===== src/rtl/cpu_operand_fetch_pkg.sv =====
// cpu_pkg: shared register-index and word types for the cpu operand-fetch slice
package cpu_pkg;
  localparam int REG_W = 5;
  localparam int XLEN = 32;
  typedef logic [REG_W-1:0] reg_idx_t;
  typedef logic [XLEN-1:0] word_t;
  localparam reg_idx_t REG_ZERO = '0;
endpackage


===== src/rtl/cpu_regfile_mp.sv =====
// cpu_regfile_mp: multi-read, single-write register file with r0 hard-wired to zero
module cpu_regfile_mp import cpu_pkg::*; #(
  parameter int XLEN = 32,
  parameter int NUM_RD = 2,
  parameter int NUM_REGS = 32
) (
  input  logic                   clock,
  input  logic                   reset_n,
  input  logic [NUM_RD*REG_W-1:0] rd_addr,
  output logic [NUM_RD*XLEN-1:0]  rd_data,
  input  logic                   wr_en,
  input  reg_idx_t               wr_addr,
  input  logic [XLEN-1:0]        wr_data
);
  logic [XLEN-1:0] regs [NUM_REGS];
  // contents clear on reset; r0 is never written so it always reads zero
  always_ff @(posedge clock or negedge reset_n)
    if (!reset_n) for (int i = 0; i < NUM_REGS; i++) regs[i] <= '0;
    else if (wr_en && wr_addr != REG_ZERO) regs[wr_addr] <= wr_data;
  genvar g;
  for (g = 0; g < NUM_RD; g++) begin : g_rd
    assign rd_data[g*XLEN +: XLEN] = regs[rd_addr[g*REG_W +: REG_W]];
  end
endmodule


===== src/rtl/cpu_operand_fetch.sv =====
// cpu_operand_fetch: p2->p3 operand fetch with bypass, hazard stall and p3 hold; optional stall counter via CPU_OPFETCH_STALLCNT_EN
module cpu_operand_fetch import cpu_pkg::*; #(
  parameter int XLEN = 32,
  parameter int NUM_RD = 2,
  parameter int NUM_BYP = 2,
  parameter int NUM_REGS = 32
) (
  input  logic                     clock,
  input  logic                     reset_n,
  input  logic                     p2_valid,
  input  logic [NUM_RD*REG_W-1:0]  p2_reg,
  input  logic [NUM_RD-1:0]        p2_literal_sel,
  input  logic [NUM_RD*XLEN-1:0]   p2_literal,
  output logic                     p2_stall,
  input  logic [NUM_BYP*REG_W-1:0] byp_reg_d,
  input  logic [NUM_BYP-1:0]       byp_write_en,
  input  logic [NUM_BYP-1:0]       byp_data_ok,
  input  logic [NUM_BYP*XLEN-1:0]  byp_data,
  input  logic                     p3_stall,
  output logic                     p3_valid,
  output logic [NUM_RD*XLEN-1:0]   p3_data,
  output logic [31:0]              stall_count
);
  localparam int WB = NUM_BYP - 1;
  logic [NUM_RD*XLEN-1:0] rf_data;
  logic [NUM_RD*XLEN-1:0] sel_data;
  logic [NUM_RD-1:0] port_haz;
  logic hazard;
  logic hold;
  cpu_regfile_mp #(.XLEN(XLEN), .NUM_RD(NUM_RD), .NUM_REGS(NUM_REGS)) u_rf (
    .clock(clock),
    .reset_n(reset_n),
    .rd_addr(p2_reg),
    .rd_data(rf_data),
    .wr_en(byp_write_en[WB] && byp_data_ok[WB]),
    .wr_addr(byp_reg_d[WB*REG_W +: REG_W]),
    .wr_data(byp_data[WB*XLEN +: XLEN])
  );
  genvar g;
  for (g = 0; g < NUM_RD; g++) begin : g_port
    reg_idx_t r;
    logic hit;
    logic ok;
    logic [XLEN-1:0] d;
    logic lit;
    assign r = p2_reg[g*REG_W +: REG_W];
    assign lit = p2_literal_sel[g];
    // scan oldest to youngest so the youngest matching stage shadows the rest
    always_comb begin
      hit = 1'b0;
      ok = 1'b0;
      d = '0;
      for (int k = NUM_BYP - 1; k >= 0; k--)
        if (byp_write_en[k] && byp_reg_d[k*REG_W +: REG_W] == r) begin
          hit = 1'b1;
          ok = byp_data_ok[k];
          d = byp_data[k*XLEN +: XLEN];
        end
    end
    assign sel_data[g*XLEN +: XLEN] = lit ? p2_literal[g*XLEN +: XLEN] :
                                      r == REG_ZERO ? '0 :
                                      hit ? d : rf_data[g*XLEN +: XLEN];
    assign port_haz[g] = !lit && r != REG_ZERO && hit && !ok;
  end
  assign hazard = p2_valid && |port_haz;
  assign hold = p3_stall && p3_valid;
  assign p2_stall = hazard || hold;
  // p3 holds under execute stall, takes a bubble on hazard, else advances
  always_ff @(posedge clock or negedge reset_n)
    if (!reset_n) begin
      p3_valid <= 1'b0;
      p3_data <= '0;
    end else if (!hold) begin
      p3_valid <= p2_valid && !hazard;
      if (!hazard) p3_data <= sel_data;
    end
`ifdef CPU_OPFETCH_STALLCNT_EN
  logic [31:0] cnt;
  // saturating count of cycles where decode had an instruction but was stalled
  always_ff @(posedge clock or negedge reset_n)
    if (!reset_n) cnt <= '0;
    else if (p2_valid && p2_stall && cnt != '1) cnt <= cnt + 32'd1;
  assign stall_count = cnt;
`else
  assign stall_count = '0;
`endif
endmodule


===== config.mk =====
export PLATFORM = sky130hd
export DESIGN_NAME = cpu_operand_fetch
export DESIGN_NICKNAME = d
export VERILOG_FILES = /design/src/rtl/cpu_operand_fetch_pkg.sv /design/src/rtl/cpu_regfile_mp.sv /design/src/rtl/cpu_operand_fetch.sv
export SDC_FILE = /design/constraint.sdc
export NUM_CORES = 2
export LEC_CHECK = 0
export ABC_CLOCK_PERIOD_IN_PS = 3100
export BUFFER_PORTS_ARGS = -buffer_cell sky130_fd_sc_hd__buf_2
export CAP_MARGIN = 5
export CORE_UTILIZATION = 40
export CTS_BUF_LIST = sky130_fd_sc_hd__clkbuf_16
export DETAILED_ROUTE_END_ITERATION = 6
export HOLD_SLACK_MARGIN = 0.02
export PLACE_DENSITY_LB_ADDON = 0.12
export SLEW_MARGIN = 10
export SYNTH_ARGS = -nofsm -noshare
export SYNTH_HDL_FRONTEND = slang
export SYNTH_HIERARCHICAL = 1
export SYNTH_SLANG_ARGS = --single-unit

===== constraint.sdc =====
create_clock -name clock -period 3.1 [get_ports clock]
set_input_delay 0.62 -clock clock [delete_from_list [all_inputs] [get_ports clock]]
set_output_delay 0.62 -clock clock [all_outputs]
set_load 0.05 [all_outputs]

==> impl_results.rst <==
.. list-table::
   :header-rows: 1

   * - Metric
     - Value
   * - Outcome
     - complete, no violations
   * - Via total after detailed routing
     - around 44,000
   * - Via density per instance
     - 6.01
   * - Cell count after synthesis
     - just over 5,000
   * - Maximum operating frequency
     - approximately 340 MHz
   * - Initial DRT Pass Iterations
     - 5
   * - Insertion delay to the later sink of the worst-skew pair
     - 770 ps
   * - Highest Signal Layer
     - met5
   * - Series of cell instances along the critical path
     - buf_2 > xnor2_1 > nand3_1 > or4b_1 > mux2i_1 > and2_1 > a221oi_4 > inv_1 > clkbuf_4
   * - Cell area after technology mapping
     - about 0.06 sq mm
   * - Number of cells on the worst hold path
     - 2
   * - Critical setup path kind
     - input port to primary output
   * - Top cells by area in the synthesized netlist
     - dfrtp_1 45%, mux2_2 18%, mux2i_1 18%
   * - Number of top-level pins
     - 256
   * - Bufs and invs on worst path
     - 3
   * - Proportion of netlist area held by the largest area contributor
     - between 40 and 50%
   * - Clock tree from TritonCTS
     - built
   * - Actual transition at the worst max-transition pin
     - between 900 and 1000 ps
   * - Synthesis warning total
     - 6
   * - Sequential cell area
     - 0.0273 sq mm
   * - Shortest period the worst path allows
     - 2980 ps
   * - HPWL after DPL
     - between 100,000 and 150,000 um
   * - Most used flip-flop cell after synthesis
     - dfrtp_1
   * - Area of the die
     - 0.152 sq mm
   * - GP Congestion
     - 0.820
   * - Global-route wire length before repair
     - between 300,000 and 400,000 um
   * - Die Width
     - about 400 um
   * - TritonCTS sink count
     - roughly 1,100
   * - Number of unique standard cell types used by synthesis
     - 40
   * - Post CTS Setup Buffer Count
     - 0
   * - Largest net degree at the start of global routing
     - ~140
   * - Fraction of registers with async set or reset after synthesis
     - 100%
   * - Critical path startpoint category
     - input port
   * - Cell at the slowest stage of the critical path
     - or4b_1
   * - Unrepaired setup endpoints after global routing
     - false
   * - Critical path arrival
     - roughly 2400 ps
   * - Crit path max-delay family
     - simple AND/OR/NAND/NOR gates
   * - Met1 wire length
     - 102,000 um
   * - Number of buffers inserted by port buffering
     - roughly 220
   * - Dominant cell type by area after synthesis
     - dfrtp_1
   * - Detail Route met3 WL
     - between 10,000 and 15,000 um
   * - Row count
     - 141
   * - Number of fill cells
     - between 10,000 and 15,000
   * - Total track usage
     - between 20 and 30%
   * - Maximum fanout count along the critical path
     - 3
   * - Ranking of synthesized cells by instance count
     - 1,090 x mux2i_1, 1,089 x dfrtp_1, 985 x mux2_2
   * - Delay of the slowest critical-path stage
     - approximately 530 ps
   * - 1st-iter DRT viols
     - ~3,800
   * - Most common cell in the synthesized netlist
     - mux2i_1
   * - Via count of the first global-routing pass
     - approximately 44,000
   * - Post-Route Hold Slack
     - 137 ps
   * - Worst reg-to-reg path cell count
     - 9
   * - Synthesis-to-finish area growth
     - 16.9%
   * - Met2 wire length
     - roughly 100,000 um
   * - Post-synthesis sequential area ratio
     - 45.4%
   * - Core box area
     - between 0.1 and 0.15 sq mm
   * - Vert. Die Dim
     - ~390 um
   * - Data required time of the worst path
     - 2480 ps
   * - Total clock buffers created by CTS
     - ~130
   * - Clk_skew
     - 25.2 ps
   * - H-tree level count
     - 4
   * - Multi-input combinational cell area
     - a little over 0.03 sq mm
   * - Summed negative setup slack over all endpoints
     - 0 ps
   * - Worst IR drop on VDD
     - 522 uV
   * - Root buf cell
     - clkbuf_16
   * - DRC violations left
     - 0
   * - Final ANT Viol Nets
     - 0
   * - Drt wl/cell
     - between 30 and 40 um
   * - Number of nets in the finished design
     - between 5,000 and 6,000
   * - Initial antenna violation count
     - 12
   * - Final number of hold-violating endpoints
     - 0
   * - Worst max-slew margin expressed relative to the limit
     - a little under two fifths
   * - Critical Path Sink Type
     - primary output
   * - Number of buffers between clock root and the deepest sink
     - 3
   * - Share of cells above drive strength 1
     - 34.0%
   * - Number of max-slew violations in the final report
     - 0
   * - Levels on crit path
     - 9
   * - Avg Cell Area, Syn
     - approximately 12 sq um
   * - Leakage Power
     - between 0.03 and 0.04 uW
   * - Synthesized flop and latch total
     - 1,089
   * - Total of max-cap violations
     - 0
   * - Final setup violation count
     - 0
   * - Initial Util
     - 40.5%
   * - Total grt overflow
     - 0
   * - Number of flops mapped to enable cells by yosys
     - 0
   * - Power density over the cells
     - between 500 and 600 mW/mm^2
   * - Total Wirelength
     - 223,000 um
   * - Clk pin slew, worst setup/hold paths
     - ~50 ps
   * - Class of the most critical hold timing path
     - input port to register
   * - Final worst-path cycle share
     - roughly 96%
per-layer routing:
metal,vias to the layer above,track usage [%]
li1,19136,-
met1,23424,41.0
met2,1474,45.5
met3,319,4.86
met4,4,8.07
met5,-,0
logic make-up after synthesis:
| logic type | Yosys count | synth area share, % |
|---|---|---|
| muxes | 2146 | 37.9 |
| AOI/OAI and AO/OA | 709 | 8.06 |
| DFF | 1089 | 45.4 |
| xor gates and xnor gates | 20 | 0.292 |
| other | 1 | 0.00624 |
| buffers and inverters | 556 | 4.23 |
| and+or+nand+nor | 534 | 4.11 |
per-stage QoR:
stage	setup WS [ps]	instances	power (uW)	util [%]	instance area (sq um)
finish	120	7384	39800	47.3	70200
global route	4.47	7383	41400	47.3	70200
CTS	47.6	7383	40100	47.3	70200
detailed placement	-135	7145	25200	44.6	66200
global placement	-94.6	7145	25000	44.6	66200
floorplan	215	5086	22400	-	60200
report_power, final:
part / total [uW] / internal [uW] / switching [uW]
Sequential: 17500 / 16100 / 1400
Combinational: 7560 / 3480 / 4080
Clock: 14700 / 8350 / 6390
layout make-up:
cell class,instances,share of cell area (%)
Clock inverter,101,0.898
Timing Repair Buffer,613,8.16
Multi-Input combinational cell,3441,43.7
Tap cell,2002,3.57
Antenna cell,1,0.00356
Sequential cell,1089,38.8
Clock buffer,136,4.84
Inverter,1,0.00534
worst paths after layout:
path	slack (ps)	end	start
max	120	p2_stall	byp_reg_d[8]
min	140	p3_valid	p2_valid
max reg2reg	880	p3_data[18]	u_rf/regs[914]
min reg2reg	400	u_rf/regs[998]	u_rf/regs[998]
max in group asynchronous	1630	u_rf/regs[581]	reset_n
min in group asynchronous	350	u_rf/regs[903]	reset_n
placed cells by master, fill, tap and decap left out, drive strengths merged, types with 128 or more instances in the layout:
cell	instances
a22o	128
mux2	1056
nand2	209
dfrtp	1089
buf	610
nand3	196
a21oi	195
a22oi	192
mux2i	1090
clkbuf	138
registers in the layout, summed over array words and instances, names as in the netlist:
name,flops
p3_data,64
p3_valid,1
u_rf/regs,1024
repair_timing:
item	in CTS	in global routing
endpoints found under the hold margin	18	0
resized for setup	0	4
hold buffers	1	0
endpoints found under the setup margin	0	1
No activity file was read; power rests on OpenSTA's default activity.
